`src/rtl/tsconf_uart_pkg.sv`:
```
// Shared types and constants for the tsconf serial receive path.
package tsconf_uart_pkg;

  typedef enum logic [2:0] {
    StIdle,
    StStart,
    StData,
    StStop,
    StBreak
  } rx_state_e;

  // 84 MHz / (31250 baud * 16 oversample)
  localparam int unsigned MIDI_BAUD_DIV = 168;
  localparam int unsigned MIDI_OVS      = 16;

  function automatic logic maj3(input logic a, input logic b, input logic c);
    return (a & b) | (a & c) | (b & c);
  endfunction

endpackage

```
`src/rtl/sync_fifo.sv`:
```
// Small show-ahead FIFO: head is visible on head_o whenever the FIFO is not empty.
module sync_fifo #(
  parameter int unsigned DEPTH = 4,
  parameter int unsigned WIDTH = 8
) (
  input  logic             clk_i,
  input  logic             rst_i,
  input  logic             push_i,
  input  logic [WIDTH-1:0] wdata_i,
  input  logic             pop_i,
  output logic [WIDTH-1:0] head_o,
  output logic             empty_o,
  output logic             full_o,
  output logic             drop_o
);

  localparam int unsigned AW = (DEPTH > 1) ? $clog2(DEPTH) : 1;

  logic [WIDTH-1:0] mem_q [DEPTH];
  logic [AW-1:0]    wptr_q, rptr_q;
  logic [AW:0]      cnt_q;
  logic             do_push, do_pop;

  assign empty_o = (cnt_q == '0);
  assign full_o  = (cnt_q == (AW + 1)'(DEPTH));
  assign do_pop  = pop_i & ~empty_o;
  // A pop in the same cycle frees a slot, so a push into a full FIFO still lands.
  assign do_push = push_i & (~full_o | do_pop);
  assign drop_o  = push_i & ~do_push;
  assign head_o  = empty_o ? '0 : mem_q[rptr_q];

  // Pointers and occupancy; pointers wrap naturally at DEPTH.
  always_ff @(posedge clk_i) begin
    if (rst_i) begin
      wptr_q <= '0;
      rptr_q <= '0;
      cnt_q  <= '0;
    end else begin
      if (do_push) wptr_q <= wptr_q + AW'(1);
      if (do_pop)  rptr_q <= rptr_q + AW'(1);
      cnt_q <= cnt_q + (AW + 1)'(do_push) - (AW + 1)'(do_pop);
    end
  end

  // Storage array; contents are masked by empty_o so no reset is needed.
  always_ff @(posedge clk_i) begin
    if (do_push) mem_q[wptr_q] <= wdata_i;
  end

endmodule

```
`src/rtl/midi_uart_rx.sv`:
```
// 8N1 serial receiver with 16x oversampling, majority voting and a show-ahead byte FIFO.
module midi_uart_rx
  import tsconf_uart_pkg::*;
#(
  parameter int unsigned BAUD_DIV   = MIDI_BAUD_DIV,
  parameter int unsigned OVS        = MIDI_OVS,
  parameter int unsigned FIFO_DEPTH = 4
) (
  input  logic       clk_sys,
  input  logic       reset,
  input  logic       rx,
  input  logic       rd_en,
  input  logic       clr_err,
  output logic [7:0] rd_data,
  output logic       rd_valid,
  output logic       busy,
  output logic       frame_err,
  output logic       overrun
);

  localparam int unsigned TW = (BAUD_DIV > 1) ? $clog2(BAUD_DIV) : 1;
  localparam int unsigned SW = $clog2(OVS);

  localparam logic [TW-1:0] TickLast = TW'(BAUD_DIV - 1);
  localparam logic [SW-1:0] SmpLo    = SW'(OVS / 2 - 1);
  localparam logic [SW-1:0] SmpMid   = SW'(OVS / 2);
  localparam logic [SW-1:0] SmpHi    = SW'(OVS / 2 + 1);
  localparam logic [SW-1:0] SmpLast  = SW'(OVS - 1);

  logic          rx_meta_q, rxs_q, rxs_prev_q;
  rx_state_e     state_q, state_d;
  logic [TW-1:0] tick_q, tick_d;
  logic [SW-1:0] smp_q, smp_d;
  logic [2:0]    bit_q, bit_d;
  logic [7:0]    shift_q, shift_d;
  logic [1:0]    vote_q, vote_d;
  logic          frame_err_q, frame_err_d;
  logic          overrun_q, overrun_d;
  logic          tick, maj, push, set_ferr;
  logic          fifo_empty, fifo_full, fifo_drop;

  // Synchroniser, edge history and all FSM/datapath state.
  always_ff @(posedge clk_sys) begin
    if (reset) begin
      rx_meta_q   <= 1'b1;
      rxs_q       <= 1'b1;
      rxs_prev_q  <= 1'b1;
      state_q     <= StIdle;
      tick_q      <= '0;
      smp_q       <= '0;
      bit_q       <= '0;
      shift_q     <= '0;
      vote_q      <= '0;
      frame_err_q <= 1'b0;
      overrun_q   <= 1'b0;
    end else begin
      rx_meta_q   <= rx;
      rxs_q       <= rx_meta_q;
      rxs_prev_q  <= rxs_q;
      state_q     <= state_d;
      tick_q      <= tick_d;
      smp_q       <= smp_d;
      bit_q       <= bit_d;
      shift_q     <= shift_d;
      vote_q      <= vote_d;
      frame_err_q <= frame_err_d;
      overrun_q   <= overrun_d;
    end
  end

  // Oversample timing, bit voting and frame sequencing.
  always_comb begin
    state_d  = state_q;
    tick_d   = tick_q;
    smp_d    = smp_q;
    bit_d    = bit_q;
    shift_d  = shift_q;
    vote_d   = vote_q;
    push     = 1'b0;
    set_ferr = 1'b0;
    tick     = (state_q != StIdle) && (tick_q == TickLast);
    // Third vote is the live sample taken at SmpHi.
    maj      = maj3(vote_q[0], vote_q[1], rxs_q);

    if (state_q != StIdle) tick_d = tick ? '0 : tick_q + TW'(1);
    if (tick) begin
      smp_d = (smp_q == SmpLast) ? '0 : smp_q + SW'(1);
      if (smp_q == SmpLo)  vote_d[0] = rxs_q;
      if (smp_q == SmpMid) vote_d[1] = rxs_q;
    end

    unique case (state_q)
      StIdle: begin
        if (rxs_prev_q && !rxs_q) begin
          state_d = StStart;
          tick_d  = '0;
          smp_d   = '0;
        end
      end
      StStart: begin
        if (tick) begin
          if (smp_q == SmpHi && maj) begin
            state_d = StIdle;
          end else if (smp_q == SmpLast) begin
            state_d = StData;
            bit_d   = '0;
          end
        end
      end
      StData: begin
        if (tick) begin
          if (smp_q == SmpHi) shift_d = {maj, shift_q[7:1]};
          if (smp_q == SmpLast) begin
            if (bit_q == 3'd7) state_d = StStop;
            else               bit_d   = bit_q + 3'd1;
          end
        end
      end
      StStop: begin
        // Decide at mid stop bit so a following start edge is never missed.
        if (tick && smp_q == SmpHi) begin
          if (maj) begin
            push    = 1'b1;
            state_d = StIdle;
          end else begin
            set_ferr = 1'b1;
            state_d  = StBreak;
          end
        end
      end
      StBreak: begin
        if (rxs_q) state_d = StIdle;
      end
      default: state_d = StIdle;
    endcase

    // Sticky flags: a set event beats a simultaneous clear.
    frame_err_d = set_ferr  | (frame_err_q & ~clr_err);
    overrun_d   = fifo_drop | (overrun_q & ~clr_err);
  end

  sync_fifo #(
    .DEPTH (FIFO_DEPTH),
    .WIDTH (8)
  ) u_fifo (
    .clk_i   (clk_sys),
    .rst_i   (reset),
    .push_i  (push),
    .wdata_i (shift_q),
    .pop_i   (rd_en),
    .head_o  (rd_data),
    .empty_o (fifo_empty),
    .full_o  (fifo_full),
    .drop_o  (fifo_drop)
  );

  assign rd_valid  = ~fifo_empty;
  assign busy      = (state_q != StIdle);
  assign frame_err = frame_err_q;
  assign overrun   = overrun_q;

endmodule

```
`config.mk`:
```
export PLATFORM = sky130hd
export DESIGN_NAME = midi_uart_rx
export DESIGN_NICKNAME = d
export VERILOG_FILES = /design/src/rtl/tsconf_uart_pkg.sv /design/src/rtl/sync_fifo.sv /design/src/rtl/midi_uart_rx.sv
export SDC_FILE = /design/constraint.sdc
export NUM_CORES = 1
export LEC_CHECK = 0
export ABC_CLOCK_PERIOD_IN_PS = 4590
export CAP_MARGIN = 10
export CORE_AREA = 2 2 83 85
export DETAILED_ROUTE_END_ITERATION = 8
export DIE_AREA = 0 0 85 87
export PLACE_DENSITY_LB_ADDON = 0.25
export SLEW_MARGIN = 20
export SYNTH_ARGS = -nofsm -noshare
export SYNTH_HDL_FRONTEND = slang
export SYNTH_HIERARCHICAL = 1
export SYNTH_SLANG_ARGS = --single-unit
```
`constraint.sdc`:
```
create_clock -name clk_sys -period 4.59 [get_ports clk_sys]
set_input_delay 0.6885 -clock clk_sys [delete_from_list [all_inputs] [get_ports clk_sys]]
set_output_delay 0.6885 -clock clk_sys [all_outputs]
set_load 0.005 [all_outputs]
```
==> impl_metrics.py <==
metrics = {
    "grt": {
        "grt_use_total_pct": 16.2,
        "grt_overflow": 0,
        "grt_max_degree": 20,
        "use_met1_pct": 20.2,
        "grt_pass1_wl_um": 9310,
        "antenna_found_initial": 0,
        "grt_util_met2_pct": 26.4,
        "busiest_layer": "met2",
        "gr-usage-met3_pct": 3.70,
        "grt_pass1_vias": 1960,
    },
    "synth": {
        "syn_inst": 282,
        "synth_warnings": 6,
        "syn-num-nets": 299,
        "syn_avg_cell_area_sq_um": 11.7,
        "syn_area_sq_um": 3290,
    },
    "power_and_ir_drop": {
        "p_leak_nw": 1.27,
        "peakVddDrop_uv": 273,
        "power.density_nw_per_um2": 452,
    },
    "detailed_routing": {
        "vias_per_cell": 5.34,
        "dr.pass1.iters": 4,
        "vias": 2051,
        "route.detailed.drc": 0,
        "ant_nets": 0,
        "drt-initial-drc-count": 81,
        "wl_per_cell_um": 14.1,
        "routed_wl_um": 5420,
    },
    "timing": {
        "finalHoldViolations": 0,
        "tightest_slew_ns": 0.714,
        "final-max-slew-violation-count": 0,
        "fin_ws_ns": 1.53,
        "holdWs_ns": 0.417,
        "fin_crit_ns": 3.06,
        "finalCritPeriodShare_pct": 66.7,
        "rsz0062_at_grt": "no",
        "skew_ns": 0.00506,
        "setup_violations": 0,
        "max_freq_mhz": 327,
        "setup_tns_ns": 0,
        "slew_headroom_pct": 52.2,
    },
    "setup_path": {
        "path_class": "flip-flop to flip-flop",
        "critPathMaxFanout": 6,
        "required_ns": 4.82,
        "end_kind": "flip-flop",
        "crit_arrival_ns": 3.29,
        "start_kind": "flip-flop",
    },
    "cells_and_area": {
        "final_core_util_pct": 56.5,
        "syn_to_final_growth_pct": 12.7,
        "final_area_sq_um": 3710,
        "layout-drive-gt1-share_pct": 15.5,
        "nets": 316,
        "antennaDiodeCount": 0,
    },
    "clocking": {
        "htree_levels": 3,
        "post-cts-setup-buffer-count": 0,
        "cts_buffers": 9,
        "cts_root_buf": "clkbuf_8",
        "cts_resized": 0,
        "cts.path.max_buffers": 2,
        "cts_tree": "done",
        "clock-sinks": 74,
        "clk_pin_slew_ns": 0.07,
        "ctsHoldBuffers": 0,
        "clock_latency_ns": 0.34,
    },
    "floorplan": {
        "num_rows": 30,
        "chipWidth_um": 85,
        "fp.coreArea_sq_um": 6570,
        "start_util_pct": 50.1,
        "design.die.area_sq_um": 7400,
        "boundaryPins": 17,
        "dieHeight_um": 87,
    },
    "placement": {
        "dp_hpwl_um": 3800,
        "dpl_cell_area_sq_um": 3510,
        "gp_congestion": 0.822,
        "io_buffers": 16,
        "dp_slack_ns": 1.56,
    },
    "run": {
        "drv_cap": 0,
    },
    "worst_hold_path": {
        "holdCritPathClass": "flip-flop to flip-flop",
    },
    "run_status": {
        "status": "finished clean",
    },
}
[registers in the layout (all words and copies together) (netlist names), named ones only]
name           count
u_fifo/wptr_q      2
smp_q              4
tick_q             8
frame_err          1
u_fifo/mem_q      32
shift_q            8
u_fifo/rptr_q      2
rx_meta_q          1
u_fifo/cnt_q       3
state_q            3
vote_q             2
overrun            1
bit_q              3
rxs_prev_q         1
rxs_q              1
[metrics by stage]
stage	cells	power [mW]
2_1_floorplan	282	1.04
3_3_place_gp	368	1.18
5_1_grt	384	1.77
6_report	384	1.68
4_1_cts	384	1.70
3_5_place_dp	368	1.19
[worst max-delay path: stages, from the launching register on]
cell     delay, ns
dfxtp_1       0.35
or4b_4        0.56
or3_1         0.47
nor2_1        0.26
or2_2         0.17
a21bo_2       0.22
ha_1          0.19
fa_1          0.38
xnor2_1       0.17
xnor2_1       0.13
nor2_1        0.05
[power by group]
| group | internal (mW) | switching [mW] |
|---|---|---|
| logic | 0.238 | 0.156 |
| registers | 0.716 | 0.0630 |
| clock network | 0.280 | 0.225 |
| total | 1.23 | 0.444 |
[cell type report]
cell class	instances	area (sq um)
Fill cell	559	2860
Timing Repair Buffer	18	175
Multi-Input combinational cell	188	1400
Tap cell	80	100
Clock inverter	4	50.0
Sequential cell	74	1800
Inverter	8	30.0
Clock buffer	12	155
[worst paths after layout]
kind | from | to | slack, ns | cells past startpoint
setup / recovery | tick_q[3] | u_fifo/cnt_q[2] | 1.53 | 10
hold / removal | rx_meta_q | rxs_q | 0.42 | 1
setup reg to reg | tick_q[3] | u_fifo/cnt_q[2] | 1.53 | 10
hold reg to reg | rx_meta_q | rxs_q | 0.42 | 1
[cells in the final DEF, fill, tap and decap left out, types with 2 or more instances in the layout]
cell             count
edfxtp_1            32
inv_1                8
a31oi_1              2
nor2_1              33
o31ai_1              2
nand2b_1             5
or2_2                6
xor2_1               4
xnor2_1              6
clkbuf_8            11
mux4_2               8
o21ai_0              6
buf_4                2
and2_2               4
nand3b_1             2
mux2i_1             11
ha_1                11
a21oi_1             14
dfxtp_1             42
or3_1                4
nand3_1              9
clkdlybuf4s50_1     16
nor2b_1             13
nor3_2               2
nand2_1             17
clkinvlp_4           2
[metal layers]
layer / vias to the layer above / part of all wire [%]
li1: 1028 / -
met1: 990 / 46
met2: 24 / 50
met3: 9 / 2.5
met4: 0 / 1.9
met5: - / 0
Power figures use the tool's default switching activity.
